**src/rtl/pix_pkg.sv**
```systemverilog
// Shared types and constants for the pixel packer block.
package pix_pkg;

  localparam int PixWidth  = 12;
  localparam int WordWidth = 16;
  localparam int CntWidth  = 4;   // accumulator fill level, 0..15 between pixels
  localparam int PixCntW   = 24;

  typedef enum logic [1:0] {
    IDLE,
    ACTIVE,
    DRAIN,
    FLUSH
  } state_t;

  // Pixel counter increment that sticks at all-ones.
  function automatic logic [PixCntW-1:0] sat_inc(input logic [PixCntW-1:0] v);
    return (&v) ? v : v + 1'b1;
  endfunction

endpackage

```
**src/rtl/pix_word_fifo.sv**
```systemverilog
// Packed-word FIFO; a push into a full FIFO succeeds when a pop happens the same cycle.
module pix_word_fifo #(
  parameter int depth = 4,
  parameter int width = 16
) (
  input  logic             clk,
  input  logic             rst_n,
  input  logic             push,
  input  logic [width-1:0] push_data,
  input  logic             pop,
  output logic [width-1:0] pop_data,
  output logic             full,
  output logic             empty
);

  localparam int AW = $clog2(depth);

  logic [width-1:0] mem [depth];
  logic [AW-1:0]    wr_ptr, rd_ptr;
  logic [AW:0]      count;
  logic             do_push, do_pop;

  assign empty    = (count == '0);
  assign full     = (count == (AW+1)'(depth));
  assign do_pop   = pop && !empty;
  assign do_push  = push && (!full || do_pop);
  // Head reads as zero when empty so out_d is clean in and after reset.
  assign pop_data = empty ? '0 : mem[rd_ptr];

  // Storage write; contents are don't-care until counted valid.
  always_ff @(posedge clk) begin
    if (do_push) mem[wr_ptr] <= push_data;
  end

  // Pointers and occupancy; power-of-two depth lets pointers wrap naturally.
  always_ff @(posedge clk or negedge rst_n) begin
    if (!rst_n) begin
      wr_ptr <= '0;
      rd_ptr <= '0;
      count  <= '0;
    end else begin
      if (do_push) wr_ptr <= wr_ptr + 1'b1;
      if (do_pop)  rd_ptr <= rd_ptr + 1'b1;
      case ({do_push, do_pop})
        2'b10:   count <= count + 1'b1;
        2'b01:   count <= count - 1'b1;
        default: count <= count;
      endcase
    end
  end

endmodule

```
**src/rtl/pix_packer.sv**
```systemverilog
// Packs 12-bit pixels LSB-first into 16-bit words with frame-level flush.
module pix_packer
  import pix_pkg::*;
#(
  parameter int WordFifoDepth = 4
) (
  input  logic                 pix_clk,
  input  logic                 pix_rst_n,
  input  logic                 pix_frameValid,
  input  logic [PixWidth-1:0]  in_d,
  input  logic                 in_valid,
  output logic [WordWidth-1:0] out_d,
  output logic                 out_valid,
  input  logic                 out_ready,
  output logic                 frame_done,
  output logic [PixCntW-1:0]   frame_pixels,
  output logic                 overflow
);

  localparam int SumW = WordWidth + PixWidth;

  state_t               state, state_nxt;
  logic [WordWidth-1:0] acc;
  logic [CntWidth-1:0]  cnt;
  logic [CntWidth:0]    cnt_sum;
  logic [SumW-1:0]      sum;
  logic                 accept, word_rdy, pop, full, empty;
  logic                 flush_go, flush_push, push, drop, frame_start;
  logic [WordWidth-1:0] push_data;

  // Accumulator bits at and above cnt are always zero, so OR-merge is safe.
  assign sum         = {{PixWidth{1'b0}}, acc} | ({{WordWidth{1'b0}}, in_d} << cnt);
  assign cnt_sum     = {1'b0, cnt} + (CntWidth+1)'(PixWidth);
  assign accept      = in_valid && (state == ACTIVE || state == DRAIN);
  assign word_rdy    = accept && cnt_sum[CntWidth];
  assign pop         = out_valid && out_ready;
  assign frame_start = (state == IDLE) && pix_frameValid;
  // Flush waits for a free slot rather than dropping the residual word.
  assign flush_push  = (state == FLUSH) && (cnt != '0) && !full;
  assign flush_go    = (state == FLUSH) && ((cnt == '0) || !full);
  assign push        = (word_rdy && (!full || pop)) || flush_push;
  assign push_data   = flush_push ? acc : sum[WordWidth-1:0];
  assign drop        = word_rdy && full && !pop;
  assign frame_done  = flush_go;
  assign out_valid   = !empty;

  pix_word_fifo #(.depth(WordFifoDepth), .width(WordWidth)) u_fifo (
    .clk       (pix_clk),
    .rst_n     (pix_rst_n),
    .push      (push),
    .push_data (push_data),
    .pop       (pop),
    .pop_data  (out_d),
    .full      (full),
    .empty     (empty)
  );

  // State register.
  always_ff @(posedge pix_clk or negedge pix_rst_n) begin
    if (!pix_rst_n) state <= IDLE;
    else            state <= state_nxt;
  end

  // Frame sequencing: start, input drain after frame end, residual flush.
  always_comb begin
    state_nxt = state;
    case (state)
      IDLE:    if (pix_frameValid)  state_nxt = ACTIVE;
      ACTIVE:  if (!pix_frameValid) state_nxt = DRAIN;
      DRAIN:   if (!in_valid)       state_nxt = FLUSH;
      FLUSH:   if (flush_go)        state_nxt = IDLE;
      default:                      state_nxt = IDLE;
    endcase
  end

  // Accumulator, fill count, pixel counter and sticky overflow.
  always_ff @(posedge pix_clk or negedge pix_rst_n) begin
    if (!pix_rst_n) begin
      acc          <= '0;
      cnt          <= '0;
      frame_pixels <= '0;
      overflow     <= 1'b0;
    end else if (frame_start) begin
      acc          <= '0;
      cnt          <= '0;
      frame_pixels <= '0;
      overflow     <= 1'b0;
    end else begin
      if (accept) begin
        frame_pixels <= sat_inc(frame_pixels);
        cnt          <= cnt_sum[CntWidth-1:0];
        if (cnt_sum[CntWidth]) acc <= {{(WordWidth-PixWidth){1'b0}}, sum[SumW-1:WordWidth]};
        else                   acc <= sum[WordWidth-1:0];
      end
      if (drop) overflow <= 1'b1;
      if (flush_go) begin
        acc <= '0;
        cnt <= '0;
      end
    end
  end

endmodule

```
**config.mk**
```make
export PLATFORM = sky130hd
export DESIGN_NAME = pix_packer
export DESIGN_NICKNAME = d
export VERILOG_FILES = /design/src/rtl/pix_pkg.sv /design/src/rtl/pix_word_fifo.sv /design/src/rtl/pix_packer.sv
export SDC_FILE = /design/constraint.sdc
export NUM_CORES = 1
export LEC_CHECK = 0
export CAP_MARGIN = 20
export CELL_PAD_IN_SITES_DETAIL_PLACEMENT = 1
export CELL_PAD_IN_SITES_GLOBAL_PLACEMENT = 1
export CORE_ASPECT_RATIO = 0.5
export CORE_MARGIN = 1
export CORE_UTILIZATION = 48
export CTS_BUF_LIST = sky130_fd_sc_hd__clkbuf_4 sky130_fd_sc_hd__clkbuf_8
export DETAILED_ROUTE_END_ITERATION = 10
export PLACE_DENSITY_LB_ADDON = 0.1
export SETUP_SLACK_MARGIN = 0.1
export SLEW_MARGIN = 15
export SYNTH_ARGS = -nofsm -noshare
export SYNTH_HDL_FRONTEND = slang
export SYNTH_HIERARCHICAL = 1
export SYNTH_SLANG_ARGS = --single-unit
```
**constraint.sdc**
```tcl
create_clock -name pix_clk -period 4.1 [get_ports pix_clk]
set_clock_uncertainty 0.15 [all_clocks]
set_input_delay 0.82 -clock pix_clk [delete_from_list [all_inputs] [get_ports pix_clk]]
set_output_delay 0.82 -clock pix_clk [all_outputs]
set_load 0.03 [all_outputs]
```
# Yosys cells after proc, flatten, opt, wreduce, memory -nomap -nowiden
# Memory sizes are Yosys's and may differ from the RTL's.
# Index checks and enable logic that the tools add are counted.
# op_classes
bitwise_logic	1
mux	22
shift	1
eq_ne	11
add_sub_neg	6
n_reduce_logical	31
# ops
cell	n
$mux 16	6
$mux 24	3
$or 16x28->28	1
$shl 12x4->28	1
$add 24x1->24 const B	1
$reduce_and 24->1	1
$logic_and 1x1->1	12
$mux 4	3
$ne 2x2->1 const B	5
$mux 2	4
$pmux 2 s4	1
$eq 2x2->1 const B	3
$pmux 3 s2	1
$reduce_bool 2->1	3
$add 4x4->5 const B	1
$logic_or 1x1->1	5
$add 2x1->2 const B	2
$eq 2x1->1 const B	2
$logic_not 4->1	1
$mux 1	4
$reduce_and 4->1	1
$reduce_bool 4->1	1
$add 3x1->3 const B	1
$eq 3x3->1 const B	1
6 further kinds	8
# word_totals
n_memories	1
elab_cells	81
regBits	54
mem_bits_rw	64
input_bits	17
output_inout_bits	43
# mem_list
memory	words	width	read_ports	rd_clocked_by_memory_dff	wr	line_no	source
u_fifo.mem	4	16	1	0	1	pix_word_fifo.sv:18	logic [width-1:0] mem [depth];

# Logic depth before layout (Yosys ltp)
# Gate-level depths: netlist of the first run.
# logic_depth
word_depth	9
mapped_depth	15
ltp_nobuf	11

# Cells and area by module
# The synthesis of the first run kept the hierarchy.
# modules_own_cells
module	n_inst	cells_each	seq_area_each_um2	area_per_inst_um2
pix_word_fifo	1	156	2097.0	2946.6
pix_packer	1	309	1126.1	2731.4

# Worst setup path after synthesis of the first run
# Ideal clock, no wire load.
# synth_path
path_kind	register to register
startpoint	reg cnt[3]
endpoint	reg u_fifo.count[1]
stages_incl_launch_ff	16
required_time_ns	3.863
path_buffers	4
setup_time_ns	0.087
setup_slack_ns	0.771
synth_period_minus_slack_ns	3.329
arrival_time_ns	3.092
cell_sequence	dfrtp_1 -> clkbuf_1 -> inv_1 -> clkbuf_1 -> ha_1 -> clkinv_1 -> nand3b_1 -> clkbuf_1 -> a22oi_1 -> buf_2 -> nor2b_1 -> nand2_1 -> fa_1 -> o21ba_2 -> o211ai_1 -> a22oi_1
# synth_via
elab_chain_len	7
# synth_rtl
item	line_no	source
start: declaration	pix_packer.sv:24	logic [CntWidth-1:0] cnt;
start signal: assignment	pix_packer.sv:91	cnt <= cnt_sum[CntWidth-1:0];
$add 4x4->5 or $reduce_bool 4->1 (tied branches)	pix_packer.sv:33, pix_packer.sv:39	
$logic_and 1x1->1, on equally long branches	pix_packer.sv:35, pix_packer.sv:39	
$logic_and 1x1->1, on equally long branches	pix_packer.sv:41, pix_packer.sv:39	
$logic_or 1x1->1 *	pix_packer.sv:41	assign push = (word_rdy && (!full || pop)) || flush_push;
named net push	pix_packer.sv:28	logic flush_go, flush_push, push, drop, frame_start;
$logic_and 1x1->1 *	pix_word_fifo.sv:26	assign do_push = push && (!full || do_pop);
$eq 2x1->1 or $eq 2x2->1 (tied branches)	pix_word_fifo.sv:44	case ({do_push, do_pop})
$pmux 3 s2 or $reduce_bool 2->1 (tied branches)	n/a	
end signal: assignment	pix_word_fifo.sv:45	2'b10: count <= count + 1'b1;
end signal: assignment	pix_word_fifo.sv:46	2'b01: count <= count - 1'b1;
end signal: assignment	pix_word_fifo.sv:47	default: count <= count;
end: declaration	pix_word_fifo.sv:20	logic [AW:0] count;
# Mark *: on every way through the listed nets, which the timed path passes. The rest lies on a longest branch.
# A chain may end at the register's enable or synchronous reset.

# Final worst setup path of the first run
# Ends and elaborated chain as after synthesis.

==> results.py, run 1 <==
metrics = {
    "sta": {
        "fin_tns_setup_ns": 0,
        "hold_viol": 0,
        "finalSetupViolations": 0,
        "slew_violations": 0,
        "clock.fmax_mhz": 272,
        "period_share_pct": 89.5,
        "grt_setup_unrepaired": "false",
        "maxSlewHeadroom_pct": 48.4,
        "tightest_slew_ns": 0.774,
        "period_minus_slack_ns": 3.67,
    },
    "status": {
        "status": "complete, no violations",
    },
    "cells_and_area": {
        "n_antenna_cell": 0,
        "fin_util_pct": 60.3,
        "drive_gt1_share_pct": 14.9,
        "n_fill_cell": 1175,
        "syn2layout_area_growth_pct": 19.4,
        "layout.nets": 554,
    },
    "route": {
        "drc": 0,
        "drtIter0Drc": 182,
        "finalWirelength_mm": 13.5,
        "routedWlPerCell_um": 19.3,
        "drt_first_pass_iters": 4,
        "vias": 3981,
        "postRouteAntennaNets": 0,
        "vias_per_cell": 5.71,
    },
    "floorplanning": {
        "io_pins": 60,
        "die_y_um": 78.9,
        "fp.coreArea_mm2": 0.0112,
        "num_rows": 27,
        "die_area_mm2": 0.0123,
        "die_w_um": 156,
        "initial_core_util_pct": 50.5,
    },
    "min_path": {
        "hold_class": "input port to asynchronous set/reset pin",
    },
    "logic_synthesis": {
        "syn_avg_cell_area_um2": 12.2,
        "syn-cell-area_mm2": 0.00568,
        "syn_inst": 465,
        "synthArstFlopShare_pct": 44.8,
        "ys.flop_type": "edfxtp_1",
        "ys_seq_elements": 116,
        "synth_edf_count": 64,
        "synth_cell_types": 60,
        "syn-num-nets": 494,
        "seq_area_frac_synth_pct": 56.8,
        "ys_warn_count": 6,
    },
    "clock_network": {
        "h-tree-depth": 4,
        "postCtsHoldBufs": 0,
        "root_buffer": "clkbuf_8",
        "path_clk_slew_ns": 0.08,
        "numCtsBuffers": 17,
        "clk_latency_ns": 0.43,
        "cts_tree": "built",
        "cts_buffer_depth": 2,
        "post-cts-setup-buffers": 0,
        "cts.sinks": 116,
        "post_cts_resized": 0,
    },
    "grt": {
        "grt_pass1_wl_mm": 22.1,
        "grt_remaining_overflow": 0,
        "antenna_found_initial": 0,
        "grt_pass1_vias": 4088,
        "grt.total_usage_pct": 24.1,
        "grt_max_degree": 34,
    },
    "setup_path": {
        "critPathBufInv": 2,
        "end_kind": "flop",
        "crit_chain": "inv_1, ha_1, clkinv_1, nand3b_1, a22oi_1, nor2b_1, nand2_1, fa_1, o21ba_2, o211ai_1, a22oi_1",
        "cp_slowest_stage_delay_ns": 0.56,
        "required_ns": 4.30,
        "cp_top_family": "simple AND/OR/NAND/NOR gates",
        "crit_type": "flop to flop",
        "worstPathMaxFanout": 18,
        "cp_slowest_cell": "dfrtp_1",
        "cpMostUsedCell": "a22oi_1",
        "start_kind": "flop",
        "worstPathArrival_ns": 3.87,
    },
    "placed_design": {
        "dpl.hpwl_mm": 9.44,
        "portBuffers": 59,
        "gp_congestion": 0.838,
    },
    "power": {
        "power.leakage_nw": 2.62,
        "vdd_drop_max_v": 0.000304,
        "power_density_mw_per_mm2": 765,
        "p_total_mw": 5.19,
    },
    "flow_run": {
        "cap_violations": 0,
    },
}
## metal layers
metal  vias to the layer above  part of all wire, %  global-route usage, %
met5                         -                    0                      0
met4                         0                 0.70                   6.18
met3                         8                  5.6                   5.35
met2                       114                   47                   40.0
met1                      2014                   47                   32.2
li1                       1845                    -                      -
## flip-flops by register name, summed over array words and instances, names as in the netlist
name           flops
u_fifo/mem        64
u_fifo/rd_ptr      2
u_fifo/wr_ptr      2
u_fifo/count       3
cnt                2
overflow           1
frame_pixels      24
state              2
acc               16
## kinds of logic (layout without fill, tap and decap cells)
family                   after synthesis  in the layout  share of synthesized area, %
multiplexers                          27             27                          8.48
flip-flops                           116            116                          56.8
buffers and inverters                 41            114                          3.26
XOR/XNOR                              16             16                          2.47
adder cells (fa/ha/maj)               12             12                          2.78
AO/OA/AOI/OAI                         95             95                          11.5
AND/OR/NAND/NOR                      158            158                          14.8
## through the flow
stage	worst slack (ns)	area, um2	hold slack (ns)	cells
CTS	0.462	6780	0.315	697
global placement	0.683	6390	0.327	665
finish	0.430	6780	0.305	697
floorplan	0.771	5680	0.314	465
detailed placement	0.506	6390	0.335	665
global route	0.130	6780	0.352	697
## power by group
group / switching, mW / internal, mW / total, mW
Clock: 0.499 / 0.551 / 1.05
Sequential: 0.170 / 1.61 / 1.78
Combinational: 1.39 / 0.965 / 2.36
Total: 2.06 / 3.13 / 5.19
## final cells by class
cell class / instances / area, um2 / area share, %
sequential: 116 / 3220 / 47.5
multi-input combinational: 308 / 2270 / 33.5
timing repair buffer: 65 / 631 / 9.30
clock buffer: 18 / 241 / 3.56
tap: 159 / 199 / 2.93
clock inverter: 14 / 153 / 2.25
inverter: 17 / 63.8 / 0.941
## worst register-to-register path: stages (launching register included)
cell	delay [ns]
dfrtp_1	0.56
inv_1	0.34
ha_1	0.29
clkinv_1	0.26
nand3b_1	0.48
a22oi_1	0.18
nor2b_1	0.24
nand2_1	0.10
fa_1	0.47
o21ba_2	0.25
o211ai_1	0.08
a22oi_1	0.19
## synthesized netlist by cell type (7+ instances only)
| cell type | instances | area [um2] |
|---|---|---|
| edfxtp_1 | 64 | 1920 |
| dfrtp_1 | 52 | 1300 |
| nor2_1 | 44 | 165 |
| a21oi_1 | 25 | 125 |
| nand2_1 | 24 | 90.1 |
| and2_1 | 22 | 138 |
| a21o_1 | 17 | 128 |
| inv_1 | 16 | 60.1 |
| mux4_2 | 16 | 360 |
| clkbuf_1 | 14 | 52.6 |
| o21ai_0 | 12 | 60.1 |
| ha_1 | 11 | 138 |
| xnor2_1 | 10 | 87.6 |
| nand3_1 | 9 | 45.0 |
| and3_1 | 8 | 50.1 |
| nand4_1 | 8 | 50.1 |
| nor4_1 | 7 | 43.8 |
## final timing paths
kind / from / to / slack [ns] / depth (start not counted)
min in group pix_clk: acc[8] / acc[8] / 0.35 / 2
worst min register to register: acc[8] / acc[8] / 0.35 / 2
max in group asynchronous: pix_rst_n / acc[3] / 2.71 / 2
worst max-delay path: cnt[3] / u_fifo/count[1] / 0.43 / 11
worst min-delay path: pix_rst_n / frame_pixels[1] / 0.31 / 1
worst max register to register: cnt[3] / u_fifo/count[1] / 0.43 / 11
## layout by cell type (no fill, tap or decap), drive strengths merged, types with 10 or more instances in the layout
cell           count
edfxtp            64
clkdlybuf4s50     58
dfrtp             52
nor2              44
a21oi             31
and2              26
nand2             24
inv               19
clkbuf            18
a21o              17
o21ai             17
mux4              16
ha                11
xnor2             10
No activity file was read; power rests on OpenSTA's default activity.
==> run 2: changes to the inputs <==
Settings changed: CORE_UTILIZATION 48 to 51, HOLD_SLACK_MARGIN set to 0.06.
Clock period 4.1 ns to 4.3 ns, I/O delays scaled along.
==> results.py, run 2 (synthesis gave the netlist of run 1 again) <==
metrics = {
    "cells_and_area": {
        "largest_register_ffs": 64,
        "stdcell_count": 678,
        "reg_top3": "u_fifo/mem (64), frame_pixels (24), acc (16)",
        "drive_gt1_share_pct": 14.9,
        "multiInputGateArea_mm2": 0.00227,
        "largest-register": "u_fifo/mem",
        "final_common_cell": "edfxtp_1",
        "layout.nets": 554,
        "seqCellArea_mm2": 0.00322,
        "layout_common_cells": "edfxtp_1, clkdlybuf4s50_1, dfrtp_1",
        "n_fill_cell": 1076,
        "syn2layout_area_growth_pct": 19.0,
        "n_antenna_cell": 0,
    },
    "clock_network": {
        "post_cts_resized": 0,
        "path_clk_slew_ns": 0.08,
        "root_buffer": "clkbuf_8",
        "numCtsBuffers": 17,
        "post-cts-setup-buffers": 0,
        "postCtsHoldBufs": 0,
        "clk_latency_ns": 0.45,
        "cts.sinks": 116,
        "cts_buffer_depth": 2,
        "h-tree-depth": 4,
        "cts_tree": "built",
    },
    "sta": {
        "slew_violations": 0,
        "maxSlewHeadroom_pct": 46.6,
        "holdWs_ns": 0.322,
        "period_share_pct": 88.5,
        "grt_setup_unrepaired": "false",
        "hold_viol": 0,
        "tightest_slew_ns": 0.801,
        "period_minus_slack_ns": 3.81,
        "finalSetupViolations": 0,
        "clock.fmax_mhz": 263,
        "fin_tns_setup_ns": 0,
    },
    "placed_design": {
        "gp_congestion": 0.848,
        "dpl.hpwl_mm": 9.24,
        "dpl.cell_count": 646,
        "portBuffers": 59,
    },
    "route": {
        "postRouteAntennaNets": 0,
        "drc": 0,
        "finalWirelength_mm": 14.2,
        "drt_first_pass_iters": 4,
        "routedWlPerCell_um": 21.0,
        "vias_per_cell": 5.96,
        "drtIter0Drc": 220,
        "vias": 4044,
    },
    "grt": {
        "grt_max_degree": 34,
        "grt_pass1_vias": 4231,
        "grt_pass1_wl_mm": 23.1,
        "met1_usage_pct": 36.7,
        "use_met2_pct": 43.4,
        "grt-busiest-layer": "met2",
        "grt_remaining_overflow": 0,
        "grtUsageMet3_pct": 5.63,
        "antenna_found_initial": 0,
        "grt.total_usage_pct": 27.1,
    },
    "min_path": {
        "hold_class": "input port to asynchronous set/reset pin",
    },
    "setup_path": {
        "worstPathArrival_ns": 4.02,
        "cp_slowest_stage_delay_ns": 0.56,
        "crit_chain": "inv_1, ha_1, clkinv_1, nand3b_1, a22oi_1, buf_4, nor2b_1, nand2_1, fa_1, o21ba_2, o211ai_1, a22oi_1",
        "critPathBufInv": 3,
        "crit_start": "cnt[3]",
        "start_kind": "flop",
        "r2r_end": "u_fifo/count[1]",
        "ff2ff_path_depth": 12,
        "required_ns": 4.52,
        "worstPathMaxFanout": 18,
        "crit_type": "flop to flop",
        "reg2reg_from": "cnt[3]",
        "ff2ff_setup_slack_ns": 0.49,
        "cpMostUsedCell": "a22oi_1",
        "cp_slowest_cell": "dfrtp_1",
        "end_kind": "flop",
        "cp_top_family": "buffers and inverters",
    },
    "floorplanning": {
        "io_pins": 60,
        "die_y_um": 76.6,
        "num_rows": 26,
        "die_w_um": 151,
        "initial_core_util_pct": 54.0,
        "fp.coreArea_mm2": 0.0105,
        "die_area_mm2": 0.0116,
    },
    "flow_run": {
        "cap_violations": 0,
    },
    "power": {
        "power.leakage_nw": 2.62,
        "power_density_mw_per_mm2": 743,
        "vdd_drop_max_v": 0.000291,
    },
    "status": {
        "status": "complete, no violations",
    },
}
-- run 2: changes by cell type in the layout (fill, tap and decap cells not counted), sizes merged --
cell and change:
clkinvlp -2, inv -1, clkinv +3
-- run 2: cell type report --
class | count | area share [%]
clock inverter | 14 | 2.30
multi-input combinational | 308 | 33.6
timing repair buffer | 65 | 9.33
tap | 140 | 2.59
inverter | 17 | 0.944
sequential | 116 | 47.7
clock buffer | 18 | 3.57
-- run 2: per-stage QoR --
step	setup slack (ns)	util (%)	power (mW)	area, um2
final	0.493	64.3	5.02	6760
after global routing	0.190	64.3	5.32	6760
after CTS	0.526	64.3	5.05	6760
after detailed placement	0.566	60.6	3.98	6360
after global placement	0.810	60.6	3.89	6360
after floorplan	0.971	-	3.27	5680
-- run 2: power by group --
part / leakage (nW) / switching (mW) / internal [mW]
Sequential: 1.27 / 0.170 / 1.54
Combinational: 1.15 / 1.36 / 0.921
Clock: 0.197 / 0.503 / 0.526
Total: 2.62 / 2.04 / 2.99
-- run 2: worst max path at each step --
stage                           end  slack (ns)  cells after the start
floorplan           u_fifo/count[1]        0.97                     15
global placement    u_fifo/count[1]        0.81                     12
detailed placement  u_fifo/count[1]        0.57                     12
CTS                 u_fifo/count[1]        0.53                     12
global route        u_fifo/count[1]        0.19                     12
finish              u_fifo/count[1]        0.49                     12
-- run 2: metal layers --
| layer | vias up | share of wire, % |
|---|---|---|
| li1 | 1842 | - |
| met1 | 2078 | 45 |
| met2 | 107 | 49 |
| met3 | 17 | 5.1 |
| met4 | 0 | 1.1 |
| met5 | - | 0 |
